==> src/rtl/z2_cycle_ctrl_pkg.sv <==
// rtl/z2_cycle_ctrl_pkg.sv - Zorro II bus-cycle state encoding shared with the function decoders
package z2_cycle_ctrl_pkg;

  // Function blocks decode these values directly, so the encoding is fixed.
  typedef enum logic [1:0] {
    Z2_IDLE  = 2'd0,
    Z2_START = 2'd1,
    Z2_DATA  = 2'd2,
    Z2_END   = 2'd3
  } z2_state_t;

  localparam int Z2_SYNC_STAGES_DEF = 2;
  localparam int Z2_TIMEOUT_DEF     = 255;

  function automatic int cnt_width(input int max_count);
    return $clog2(max_count + 1);
  endfunction

endpackage

==> src/rtl/z2_cycle_ctrl_strobe_sync.sv <==
// rtl/z2_cycle_ctrl_strobe_sync.sv - N-stage synchroniser for asynchronous bus strobes
module z2_cycle_ctrl_strobe_sync #(
  parameter int               WIDTH     = 1,
  parameter int               STAGES    = 2,
  parameter logic [WIDTH-1:0] RESET_VAL = '1
) (
  input  logic             clk,
  input  logic             reset_n,
  input  logic [WIDTH-1:0] d,
  output logic [WIDTH-1:0] q
);

  logic [WIDTH-1:0] chain [STAGES];

  always_ff @(posedge clk) begin
    if (!reset_n) begin
      for (int i = 0; i < STAGES; i++) chain[i] <= RESET_VAL;
    end else begin
      chain[0] <= d;
      for (int i = 1; i < STAGES; i++) chain[i] <= chain[i-1];
    end
  end

  assign q = chain[STAGES-1];

endmodule

==> src/rtl/z2_cycle_ctrl.sv <==
// rtl/z2_cycle_ctrl.sv - Zorro II slave bus-cycle sequencer with DTACK merge and timeout
module z2_cycle_ctrl
  import z2_cycle_ctrl_pkg::*;
#(
  parameter int SYNC_STAGES    = Z2_SYNC_STAGES_DEF,
  parameter int TIMEOUT_CYCLES = Z2_TIMEOUT_DEF
) (
  input  logic       CLK,
  input  logic       RESET_n,
  input  logic       AS_n,
  input  logic       UDS_n,
  input  logic       LDS_n,
  input  logic       RW,
  input  logic       ADDR_MATCH,
  input  logic       SLAVE_DTACK,
  output logic [1:0] z2_state,
  output logic       DTACK,
  output logic       DBUF_OE_n,
  output logic       DBUF_DIR,
  output logic       TIMEOUT
);

  localparam int             CW        = cnt_width(TIMEOUT_CYCLES);
  localparam int             FW        = cnt_width(SYNC_STAGES);
  localparam logic [CW-1:0]  CNT_LAST  = CW'(TIMEOUT_CYCLES - 1);
  localparam logic [CW-1:0]  CNT_MAX   = CW'(TIMEOUT_CYCLES);
  localparam logic [FW-1:0]  FILL_DONE = FW'(SYNC_STAGES);

  logic [1:0]    strobe_n_s;
  logic          as_gone;
  logic          ds_on;
  z2_state_t     state;
  logic [CW-1:0] cnt;
  logic [FW-1:0] fill;
  logic          armed;

  // Both strobes travel as active-low so the reset value of 1 reads as deasserted.
  z2_cycle_ctrl_strobe_sync #(
    .WIDTH    (2),
    .STAGES   (SYNC_STAGES),
    .RESET_VAL(2'b11)
  ) u_strobe_sync (
    .clk    (CLK),
    .reset_n(RESET_n),
    .d      ({AS_n, UDS_n & LDS_n}),
    .q      (strobe_n_s)
  );

  assign as_gone  = strobe_n_s[1];
  assign ds_on    = !strobe_n_s[0];
  assign z2_state = state;

  always_ff @(posedge CLK) begin
    if (!RESET_n) begin
      state     <= Z2_IDLE;
      DTACK     <= 1'b0;
      DBUF_OE_n <= 1'b1;
      DBUF_DIR  <= 1'b0;
      TIMEOUT   <= 1'b0;
      cnt       <= '0;
      fill      <= '0;
      armed     <= 1'b0;
    end else begin
      TIMEOUT <= 1'b0;
      if (fill != FILL_DONE) fill <= fill + FW'(1);
      case (state)
        Z2_IDLE: begin
          DTACK     <= 1'b0;
          DBUF_OE_n <= 1'b1;
          DBUF_DIR  <= 1'b0;
          // A cycle may only start after AS has been genuinely seen high here;
          // sync flops still holding their reset value do not count.
          if (as_gone) begin
            armed <= (fill == FILL_DONE);
          end else begin
            armed <= 1'b0;
            if (armed && ADDR_MATCH) state <= Z2_START;
          end
        end
        Z2_START: begin
          if (as_gone) begin
            state     <= Z2_IDLE;
            DBUF_OE_n <= 1'b1;
            DBUF_DIR  <= 1'b0;
          end else begin
            DBUF_OE_n <= 1'b0;
            DBUF_DIR  <= RW;
            cnt       <= '0;
            if (ds_on) state <= Z2_DATA;
          end
        end
        Z2_DATA: begin
          if (cnt != CNT_MAX) cnt <= cnt + CW'(1);
          if (as_gone) begin
            state     <= Z2_IDLE;
            DBUF_OE_n <= 1'b1;
            DBUF_DIR  <= 1'b0;
          end else if (SLAVE_DTACK) begin
            state <= Z2_END;
            DTACK <= 1'b1;
          end else if (cnt == CNT_LAST) begin
            state   <= Z2_END;
            DTACK   <= 1'b1;
            TIMEOUT <= 1'b1;
          end
        end
        Z2_END: begin
          if (as_gone) begin
            state     <= Z2_IDLE;
            DTACK     <= 1'b0;
            DBUF_OE_n <= 1'b1;
            DBUF_DIR  <= 1'b0;
          end else begin
            DTACK <= 1'b1;
          end
        end
        default: state <= Z2_IDLE;
      endcase
    end
  end

endmodule
==> config.mk <==
export PLATFORM = sky130hd
export DESIGN_NAME = z2_cycle_ctrl
export DESIGN_NICKNAME = d
export VERILOG_FILES = /design/src/rtl/z2_cycle_ctrl_pkg.sv /design/src/rtl/z2_cycle_ctrl_strobe_sync.sv /design/src/rtl/z2_cycle_ctrl.sv
export SDC_FILE = /design/constraint.sdc
export NUM_CORES = 1
export LEC_CHECK = 0
export ABC_AREA = 1
export BUFFER_PORTS_ARGS = -buffer_cell sky130_fd_sc_hd__buf_2
export CAP_MARGIN = 10
export CORE_ASPECT_RATIO = 1.2
export CORE_MARGIN = 2
export CORE_UTILIZATION = 59
export DETAILED_ROUTE_END_ITERATION = 12
export GPL_TIMING_DRIVEN = 0
export HOLD_SLACK_MARGIN = 0.02
export PLACE_DENSITY_LB_ADDON = 0.2
export SLEW_MARGIN = 20
export SYNTH_ARGS = -nofsm -noshare
export SYNTH_HDL_FRONTEND = slang
export SYNTH_SLANG_ARGS = --single-unit
==> constraint.sdc <==
create_clock -name CLK -period 3.5 [get_ports CLK]
set_clock_uncertainty 0.2 [all_clocks]
set_input_delay 0.175 -clock CLK [delete_from_list [all_inputs] [get_ports CLK]]
set_output_delay 0.175 -clock CLK [all_outputs]
set_load 0.005 [all_outputs]
Word-level counts from Yosys, hierarchy flattened
Memory sizes are Yosys's and may differ from the RTL's.
Index checks and enable logic that the tools add are counted.
- output and inout bits: 6
- flip-flop bits (word level): 17
- memories kept: 1
- memory bits (writable): 4
- input port bits: 8
- word-level logic and storage cells: 71
- multiplexer cells: 29
- $add $sub $neg: 2
- equality and inequality tests: 17
- reductions and logical operators: 9
- bitwise logic cells: 5
- memory list (name ; depth ; width ; read ports ; clocked after memory_dff ; write ports ; RTL line ; RTL):
    u_strobe_sync.chain ; 2 ; 2 ; 2 ; 0 ; 2 ; z2_cycle_ctrl_strobe_sync.sv:13 ; logic [WIDTH-1:0] chain [STAGES];
- operators by type and width (cell ; number):
    $mux W2 ; 10
    $mux W8 ; 2
    $pmux W8 S2 ; 1
    $ne A2 B2 Y1 const B ; 7
    $mux W1 ; 12
    $pmux W1 S3 ; 3
    $add A8 B1 Y8 const B ; 1
    $eq A8 B8 Y1 const B ; 1
    $ne A8 B8 Y1 const B ; 1
    $pmux W2 S4 ; 1
    $eq A2 B2 Y1 const B ; 3
    $ne A3 B3 Y1 const B ; 2
    $reduce_and A3 Y1 ; 2
    $reduce_and A5 Y1 ; 1
    $ne A4 B4 Y1 const B ; 1
    $reduce_or A4 Y1 ; 1
    $reduce_bool A3 Y1 ; 1
    $add A2 B1 Y2 const B ; 1
    $eq A2 B1 Y1 const B ; 1
    $logic_not A2 Y1 ; 1
    $ne A2 B1 Y1 const B ; 1
    $not A1 Y1 ; 2
    $or A1 B1 Y1 ; 2
    $reduce_bool A2 Y1 ; 1
    3 further kinds ; 3

Longest topological paths before layout
Gate-level depths: netlist of run 1.
- depth in word-level cells: 5
- mapped depth: 10
- mapped depth without buffers: 10

Cells and area by module
Synthesis of run 1 repeated with hierarchy kept, for this count alone.
- cells, all modules: 156
- area, all modules: 1083.5 µm²
- modules (own cells, without submodules) (module ; instances ; seq. area each (µm²) ; area each (µm²) ; cells an instance):
    z2_cycle_ctrl ; 1 ; 340.3 ; 958.4 ; 142
    z2_cycle_ctrl_strobe_sync ; 1 ; 80.1 ; 125.1 ; 14

Worst setup path after synthesis of run 1
Ideal clock, no wire load.
- path kind: register to register
- start point: register cnt[1]
- end point: register cnt[3]
- period minus slack after synthesis: 1.395 ns
- buffers on the path: 0
- setup time: 0.117 ns
- slack: 2.105 ns
- data required time: 3.183 ns
- arrival: 1.078 ns
- stages on the path, launching flop included: 11
- cell sequence: dfxtp_1 -> ha_1 -> inv_1 -> nor2_4 -> nand2_1 -> nand2_2 -> nand2_4 -> nand2_1 -> nand2_1 -> inv_1 -> nor2_1
- longest elaborated chain between the ends: 3
- elaborated cells between the ends (all ways): 6
- those cells by class: 1 x add/sub; 2 x eq/ne; 2 x mux; 1 x reduce/logical
- ends and longest elaborated chain (what ; RTL line ; RTL):
    start, declared ; z2_cycle_ctrl.sv:33 ; logic [CW-1:0] cnt;
    start signal, assigned ; z2_cycle_ctrl.sv:93 ; if (cnt != CNT_MAX) cnt <= cnt + CW'(1);
    $add A8 B1 Y8 / $ne A8 B8 Y1 (equally long branches) ; z2_cycle_ctrl.sv:93 ;
    $mux W8 / $ne A2 B2 Y1 (equally long branches) ; -- ;
    $pmux W8 S2 / $reduce_and A3 Y1 (equally long branches) ; -- ;
Several ways; a longest one is shown, not always the timed one. The select of a mux whose other input is x is not followed.
A chain may end at the register's enable or synchronous reset.

Worst setup path after layout of run 1
Same ends and word-level chain as after synthesis.

==> results of run 1 <==
## cell type report
type | instances | area, um2 | share of cell area (%)
multi-input combinational | 110 | 552 | 43.7
sequential | 21 | 420 | 33.3
timing repair buffer | 19 | 125 | 9.90
inverter | 22 | 90.1 | 7.13
buffer | 2 | 25.0 | 1.98
tap | 19 | 23.8 | 1.88
clock buffer | 3 | 22.5 | 1.78
clock inverter | 1 | 5.00 | 0.396
## cell families after synthesis
logic type	count (synthesis)	synth area share, %
AOI/OAI and AO/OA	20	9.78
buffers and inverters	24	10.6
DFF	21	38.7
and+or+nand+nor	87	37.5
adders and majority gates	3	3.45
## flip-flops by register name (all words and copies together), names as in the netlist
register / cells
fill: 2
u_strobe_sync.chain: 4
TIMEOUT: 1
DBUF_OE_n: 1
DTACK: 1
armed: 1
cnt: 8
z2_state: 2
DBUF_DIR: 1
## synth_stat cells
cell | instances | area (um2)
nand2_1 | 40 | 150
dfxtp_1 | 21 | 420
inv_1 | 17 | 63.8
nor2_1 | 17 | 63.8
nand3_1 | 13 | 65.1
a21oi_1 | 12 | 60.1
o21ai_0 | 5 | 25.0
or2_2 | 5 | 31.3
nand2_2 | 4 | 25.0
ha_1 | 3 | 37.5
inv_2 | 2 | 7.51
nand2_4 | 2 | 22.5
nor2_4 | 2 | 22.5
a21boi_0 | 1 | 7.51
buf_6 | 1 | 11.3
clkbuf_8 | 1 | 13.8
clkinv_1 | 1 | 3.75
inv_4 | 1 | 6.26
inv_6 | 1 | 8.76
nand3_2 | 1 | 10.0
nand4_1 | 1 | 6.26
nor2_2 | 1 | 6.26
nor3_1 | 1 | 5.00
o2111ai_1 | 1 | 8.76
o21ai_1 | 1 | 5.00
## metrics by stage
step	utilization [%]	std cells	power, mW	hold slack [ps]	setup WS, ps
after floorplan	-	155	0.315	73.9	2100
after global placement	65.8	187	0.330	160	2010
after detailed placement	65.8	187	0.337	164	1950
after CTS	70.7	197	0.457	34.7	1940
after global routing	70.7	197	0.473	90.4	1770
final	70.7	197	0.455	41.7	1930
## routing by layer
metal / track usage (%) / up-vias / part of all wire (%)
li1: - / 532 / -
met1: 27.9 / 464 / 42
met2: 44.3 / 13 / 55
met3: 2.12 / 2 / 2.1
met4: 3.03 / 0 / 0.76
met5: 0 / - / 0
## worst max-delay path by stage
stage,end,slack [ps]
3_5_place_dp,cnt[3],1950
4_1_cts,cnt[3],1940
6_report,cnt[3],1930
3_3_place_gp,cnt[3],2010
2_1_floorplan,cnt[3],2100
5_1_grt,cnt[2],1770
## power by group through the flow
| stage | Combinational (mW) | Sequential (mW) | Clock [mW] |
|---|---|---|---|
| global placement | 0.0617 | 0.268 | 0 |
| detailed placement | 0.0676 | 0.269 | 0 |
| CTS | 0.0725 | 0.264 | 0.121 |
| global route | 0.0819 | 0.266 | 0.125 |
| floorplan | 0.0482 | 0.267 | 0 |
| finish | 0.0731 | 0.265 | 0.116 |
## critical path, cell delays in order, from the launching register on
cell and delay [ps]:
dfxtp_1 400, ha_1 210, inv_1 80, nor2_4 160, nand2_1 80, nand2_2 70
nand2_4 70, nand2_1 60, nand2_1 50, inv_1 50, nor2_1 30
## timing repair
item / CTS / global route
hold buffers: 6 / 0
endpoints found under the setup margin: 0 / 0
endpoints found under the hold margin: 5 / 0
==> results_dict.tcl, run 1 <==
set metrics [dict create \
    status "complete, no violations" \
    required_ps 3500 \
    p_clk_share_pct 25.6 \
    vias_per_cell 5.13 \
    grt_start_max_net_pins 13 \
    die_w_um 43.2 \
    hold_path.class "in2reg" \
    hpwlAfterDp_um 1600 \
    die_area_um2 2200 \
    insertion_delay_ps 300 \
    htree_num_levels 1 \
    powerDensity_nw_per_um2 360 \
    grt_overflow 0 \
    cts.clk_slew.worst_paths_ps 120 \
    p_seq_share_pct 58.3 \
    tns_ps 0 \
    path_max_fanout 7 \
    reg2reg_from "cnt[1]" \
    cts_buffers 3 \
    slew_violations 0 \
    hold_viol_final 0 \
    io_buffers 13 \
    pwr-share-comb_pct 16.1 \
    drc_errors 0 \
    routed-via-count 1011 \
    startpoint_type "flip-flop" \
    chipHeight_um 51.0 \
    end_kind "flip-flop" \
    rows 17 \
    min_from "ADDR_MATCH" \
    r2r_slack_ps 1930 \
    antenna_found_initial 0 \
    drv_cap 0 \
    relSlewSlack_pct 80.5 \
    cts_tree "yes" \
    stdcell_area_um2 1260 \
    grt_pass1_vias 977 \
    syn_area_per_cell_um2 7.01 \
    min_period_ps 1570 \
    holdPathStages 5 \
    irDropWorstVdd_uv 348 \
    crit-reg2reg-capture "cnt[3]" \
    cts_setup_buffers 0 \
    sw_frac_of_total_pct 27.6 \
    antenna_cells 0 \
    numClockSinks 21 \
    cp.arrival_ps 1570 \
    synth_seq_area_share_pct 38.7 \
    tightestPinTransition_ps 290 \
    syn_inst 155 \
    first_iter_violations 17 \
    crit_type "reg2reg" \
    initial_core_util_pct 60.9 \
    final_cell_mix "nand2_1 (40), dfxtp_1 (21), inv_1 (17), nor2_1 (17)" \
    wire_per_inst_um 11.3 \
    period_share_pct 44.9 \
    drt_pass1_iterations 4 \
    reg2regPathDepth 10 \
    grtUsageTotal_pct 23.1 \
    setup_viol 0 \
    clockBufferDepth 2 \
    yosysUniqueCellTypes 25 \
    gp_congestion 0.815 \
    synthToLayoutAreaGrowth_pct 16.2 \
    final_nets 190 \
    max_freq_mhz 637 \
    worst_hold_path.endpoint "z2_state[1]" \
    ys_seq_elements 21 \
    drive_above_1_share_pct 21.3 \
    p_int_mw 0.329 \
    syn-cell-area_um2 1090 \
    syn_nets 166 \
    placed_cell_area_um2 1180 \
    ant_nets 0 \
    num_io_pins 14 \
    p_switching_mw 0.125 \
    fillerInstances 159 \
    postCtsResizedCells 0 \
    yosysWarnings 0 \
    leakage_nw 0.545 \
    cts-root-buf "clkbuf_4" \
    crit_start "cnt[1]" \
    rsz0062_at_grt "false" \
    final_common_cell "nand2_1" \
    core-area_um2 1790 \
    wl_um 2230 \
    grt_pass1_wl_um 4000 \
]
(Power assumes the default switching activity.)
==> run 2, diff against run 1 <==
- ABC_AREA: 1 -> 0
- CORE_UTILIZATION: 59 -> 49
- clock period: 3.5 -> 1.35 ns (I/O delays scaled with it)
==> run 2 against run 1 <==
  * The run now ends with setup timing left
  * Highest routed layer unchanged
  * Worst setup slack worse by 2100 ps
  * Die area up 9.1%
  * Global-route usage down 3.1 points
  * Sequential share of layout area down 1.6 points
  * Clock power rose to 2.8 times the previous value
==> results_dict.tcl, run 2 <==
set metrics [dict create \
    status "complete, but fails checks" \
    violations "setup timing" \
    min_period_ps 1520 \
    grt_overflow 0 \
    irDropWorstVdd_uv 658 \
    max_freq_mhz 656 \
    final_common_cell "buf_4" \
    final_nets 161 \
    io_buffers 13 \
    wire_per_inst_um 13.6 \
    required_ps 1360 \
    yosysTopAreaCell "dfxtp_1" \
    cp.arrival_ps 1530 \
    syn_inst 110 \
    holdPathStages 1 \
    rows 17 \
    clockBufferDepth 2 \
    powerDensity_nw_per_um2 802 \
    slew_violations 0 \
    yosysUniqueCellTypes 36 \
    first_iter_violations 26 \
    drc_errors 0 \
    worst_hold_path.endpoint "u_strobe_sync.chain[0][2]" \
    setup_viol 8 \
    die_area_um2 2410 \
    synth_area_leaders "dfxtp_1 (42%), nand2_1 (4.5%), o21ai_0 (4.0%)" \
    rsz0062_at_grt "true" \
    setup_ws_ps -173 \
    core-area_um2 1870 \
    tightestPinTransition_ps 355 \
    relSlewSlack_pct 76.3 \
    multi_input_area_um2 602 \
    gp_congestion 0.793 \
    min_from "u_strobe_sync.chain[0][0]" \
    path_cells "ha_4 -> and4_4 -> o2bb2ai_4 -> nor2_1 -> o221a_1" \
    cts.clk_slew.worst_paths_ps 130 \
    syn_nets 121 \
    synth.most_common_cell "dfxtp_1" \
    reg2reg_from "cnt[0]" \
    syn_area_per_cell_um2 9.03 \
    cts_buffers 3 \
    synth_xor_area_share_pct 0.882 \
    ys_seq_elements 21 \
    grt_pass1_vias 818 \
    wl_um 2290 \
    vias_per_cell 5.61 \
    largest_reg_flops 8 \
    reg2regPathDepth 5 \
    synth_fa_ha_area_share_pct 3.78 \
    yosys.area_share.simple_pct 25.3 \
    startpoint_type "flip-flop" \
    synth-compound-area-share_pct 21.0 \
    top_register "cnt" \
    crit-reg2reg-capture "cnt[5]" \
    cpPeakStageDelay_ps 390 \
    synth_top_family_by_area "simple AND/OR/NAND/NOR gates" \
    fin_util_pct 75.5 \
    total_power_mw 1.13 \
    chipHeight_um 53.3 \
    cts_tree "yes" \
    grt_pass1_wl_um 3470 \
    grtUsageTotal_pct 19.9 \
    syn-cell-area_um2 993 \
    crit_slowest_cell "dfxtp_4" \
    drive_above_1_share_pct 40.3 \
    ys.flop_type "dfxtp_1" \
    seq_area_um2 447 \
    reg.largest.list "cnt: 8 flops, u_strobe_sync.chain: 4 flops" \
    end_kind "flip-flop" \
    hold_path.class "reg2reg" \
    muxShareOfSynthArea_pct 1.01 \
    final_cell_mix "buf_4 (17), buf_2 (13), dfxtp_1 (12), nand2_1 (12), nor2_1 (8)" \
    synth_edf_count 0 \
    yosysTopAreaCellShare_pct 42.3 \
    r2r_slack_ps -170 \
    ys_async_sr_fraction_pct 0 \
    insertion_delay_ps 310 \
    htree_num_levels 1 \
    leakage_nw 0.574 \
    fillerInstances 132 \
    synth_seq_area_share_pct 42.3 \
    drt_pass1_iterations 4 \
    ant_nets 0 \
    num_io_pins 14 \
    yosys-top-cells-count "dfxtp_1 (21), nand2_1 (12), nor2_1 (9), o21ai_0 (8), nand2b_1 (6)" \
    antenna_found_initial 0 \
    grt_start_max_net_pins 14 \
    yosysWarnings 0 \
    synthToLayoutAreaGrowth_pct 42.2 \
    numClockSinks 21 \
    period_share_pct 113 \
    cts-root-buf "clkbuf_4" \
    hpwlAfterDp_um 1370 \
    die_w_um 45.1 \
    drv_cap 0 \
    antenna_cells 0 \
    path_max_fanout 7 \
    routed-via-count 943 \
    initial_core_util_pct 53.1 \
    hold_viol_final 0 \
    crit_type "reg2reg" \
]
[run 2: cell count changes after synthesis, sizes merged, moves of 3 or more]
| cell | previous run | this run |
|---|---|---|
| and4 | 0 | 3 |
| nand2 | 46 | 12 |
| nor2b | 0 | 3 |
| buf | 1 | 4 |
| a21boi | 1 | 4 |
| nor2 | 20 | 9 |
| nand2b | 0 | 6 |
| nand3 | 14 | 5 |
| inv | 21 | 4 |
| or2 | 5 | 0 |
| a21oi | 12 | 5 |
[run 2: stage by stage]
stage	setup WS, ps	cells	area [um2]	hold slack (ps)	TNS, ps
2_1_floorplan	-79.4	110	1040	-59.5	-235
3_3_place_gp	-149	142	1130	49.7	-862
3_5_place_dp	-183	142	1130	58.4	-1070
4_1_cts	-167	159	1310	229	-886
5_1_grt	-228	168	1410	230	-1450
6_report	-173	168	1410	222	-923
[run 2: worst max path at each step]
| stage | startpoint | to | slack (ps) | cells past startpoint |
|---|---|---|---|---|
| after floorplan | cnt[1] | cnt[5] | -80 | 5 |
| after global placement | z2_state[1] | cnt[7] | -150 | 4 |
| after detailed placement | cnt[3] | cnt[5] | -180 | 4 |
| after CTS | cnt[0] | cnt[5] | -170 | 5 |
| after global routing | cnt[0] | cnt[5] | -230 | 5 |
| final | cnt[0] | cnt[5] | -170 | 5 |
[run 2: routing by layer]
| layer | wire length [um] | vias up | GRT usage [%] |
|---|---|---|---|
| li1 | - | 477 | - |
| met1 | 1090 | 430 | 24.9 |
| met2 | 1090 | 32 | 33.1 |
| met3 | 96 | 4 | 4.10 |
| met4 | 24 | 0 | 7.35 |
| met5 | 0 | - | 0 |
[run 2: area by class of cell]
class / instances / area share [%]
multi-input cells: 80 / 42.6
flip-flops and latches: 21 / 31.6
repair buffers: 36 / 18.1
plain buffers: 4 / 2.92
well taps: 19 / 1.68
clock buffers: 3 / 1.59
inverters: 4 / 1.06
clock inverters: 1 / 0.443
[run 2: critical path, delay by kind of cell, from the launching register on]
family | cells | cell delay, ps
adders and majority gates | 1 | 140
and+or+nand+nor | 2 | 280
DFF | 1 | 390
AOI/OAI and AO/OA | 2 | 400
[run 2: cells by family (layout without fill, tap and decap cells)]
group	Yosys count	after routing
adders and majority gates	3	3
xor gates and xnor gates	1	1
DFF	21	21
muxes	1	1
buffers and inverters	9	48
and+or+nand+nor	45	45
AOI/OAI and AO/OA	30	30
[run 2: timing repair]
action	CTS	global route
buffers inserted	7	9
pin swaps	4	4
hold buffers	7	1
hold endpoints to repair	13	1
setup endpoints to repair	9	11
resized for setup	11	12
[run 2: report_power, final]
group | leakage (nW) | internal, mW | switching [mW]
Sequential | 0.177 | 0.644 | 0.0195
Combinational | 0.378 | 0.0838 | 0.0628
Clock | 0.0183 | 0.115 | 0.208
==> run 3, diff against run 2 <==
- ABC_AREA: 0 -> 1
- CORE_UTILIZATION: 49 -> 50
==> run 3 against run 2 <==
  * Core utilization is 7.5 points lower
  * Highest routed layer unchanged
  * Via count is 5.6% higher
  * Die area is 6.7% higher
  * The flow still finishes with violations (setup timing)
  * Sequential power is 2% higher
==> results_dict.tcl, run 3 (synthesis gave the netlist of run 1 again) <==
set metrics [dict create \
    status "complete, but fails checks" \
    violations "setup timing" \
    tightestPinTransition_ps 197 \
    cts-root-buf "clkbuf_4" \
    insertion_delay_ps 300 \
    setup_ws_ps -45.5 \
    rsz0062_at_grt "true" \
    hold_path.class "reg2reg" \
    irDropWorstVdd_uv 691 \
    antenna_cells 0 \
    synthToLayoutAreaGrowth_pct 28.2 \
    end_kind "flip-flop" \
    cts_tree "yes" \
    drc_errors 0 \
    htree_num_levels 1 \
    drive_above_1_share_pct 35.9 \
    grt_pass1_wl_um 3660 \
    required_ps 1360 \
    max_freq_mhz 717 \
    total_power_mw 1.19 \
    drt_pass1_iterations 3 \
    r2r_slack_ps -50 \
    core-area_um2 2050 \
    clockBufferDepth 2 \
    grt_overflow 0 \
    fin_hold_ws_ps 226 \
    initial_core_util_pct 53.1 \
    numClockSinks 21 \
    grt_pass1_vias 911 \
    routed-via-count 996 \
    cts_buffers 3 \
    antenna_found_initial 0 \
    gp_congestion 0.855 \
    fin_util_pct 68.0 \
    powerDensity_nw_per_um2 851 \
    first_iter_violations 4 \
    io_buffers 13 \
    period_share_pct 103 \
    startpoint_type "flip-flop" \
    final_nets 193 \
    setup_viol 7 \
    largest_reg_flops 8 \
    final_common_cell "nand2_1" \
    path_max_fanout 4 \
    chipHeight_um 55.1 \
    grt_start_max_net_pins 12 \
    top_register "cnt" \
    slew_violations 0 \
    final_cell_mix "nand2_1 (34), inv_1 (16), nor2_1 (15)" \
    wl_um 2190 \
    vias_per_cell 4.72 \
    grtUsageTotal_pct 19.7 \
    ant_nets 0 \
    rows 18 \
    leakage_nw 0.565 \
    crit_type "reg2reg" \
    hpwlAfterDp_um 1540 \
    hold_viol_final 0 \
    wire_per_inst_um 10.4 \
    num_io_pins 14 \
    die_area_um2 2570 \
    drv_cap 0 \
    cp.arrival_ps 1400 \
    min_period_ps 1400 \
    cts.clk_slew.worst_paths_ps 120 \
    die_w_um 46.6 \
    relSlewSlack_pct 86.8 \
    reg.largest.list "cnt: 8 flops, u_strobe_sync.chain: 4 flops" \
]
==> run 3: cell type report <==
cell class / instances / area (um2)
buffer: 2 / 25.0
clock buffer: 4 / 26.3
fill: 182 / 656
inverter: 22 / 96.3
multi-input combinational: 110 / 623
sequential: 21 / 435
tap: 30 / 37.5
timing repair buffer: 22 / 150
==> run 3: path summary, 6_finish.rpt <==
path	start	to	cells past startpoint
max	cnt[1]	cnt[4]	7
max reg2reg	cnt[1]	cnt[4]	7
min reg2reg	u_strobe_sync.chain[0][1]	u_strobe_sync.chain[0][3]	1
min	u_strobe_sync.chain[0][1]	u_strobe_sync.chain[0][3]	1
==> run 3: timing repair <==
action | 4_1_cts | 5_1_grt
endpoints found under the setup margin | 10 | 14
hold buffers | 7 | 1
resized for setup | 9 | 21
setup buffers | 1 | 1
endpoints found under the hold margin | 19 | 1
pin swaps | 7 | 6
==> run 3: worst max-delay path, cell delays in order, from the launching register on <==
cell and delay (ps):
dfxtp_4 380, ha_4 160, inv_2 60, nor2_4 40, buf_4 130, or2_4 220
nand3_2 50, a21oi_1 50
==> run 3: stage by stage <==
step                      setup TNS (ps)  cells  worst slack [ps]  instance area, um2
final                               -225    211             -45.5                1390
after CTS                           -496    210             -69.0                1330
after detailed placement            -703    198             -94.4                1190
after global routing               -1040    211              -135                1390
after floorplan                        0    155              3.77                1090
after global placement              -480    198             -70.9                1190
==> run 3: power breakdown <==
part           leakage [nW]  total (mW)  switching, mW  internal (mW)
clock                0.0150       0.308          0.193          0.115
sequential            0.175       0.679         0.0216          0.657
combinational         0.375       0.199          0.108         0.0906
==> run 3: metal layers <==
layer	vias up	global-route usage, %	part of all wire, %
met1	445	23.2	47
met3	4	1.95	1.8
li1	537	-	-
met5	-	0	0
met2	10	35.6	50
met4	0	8.57	1.6
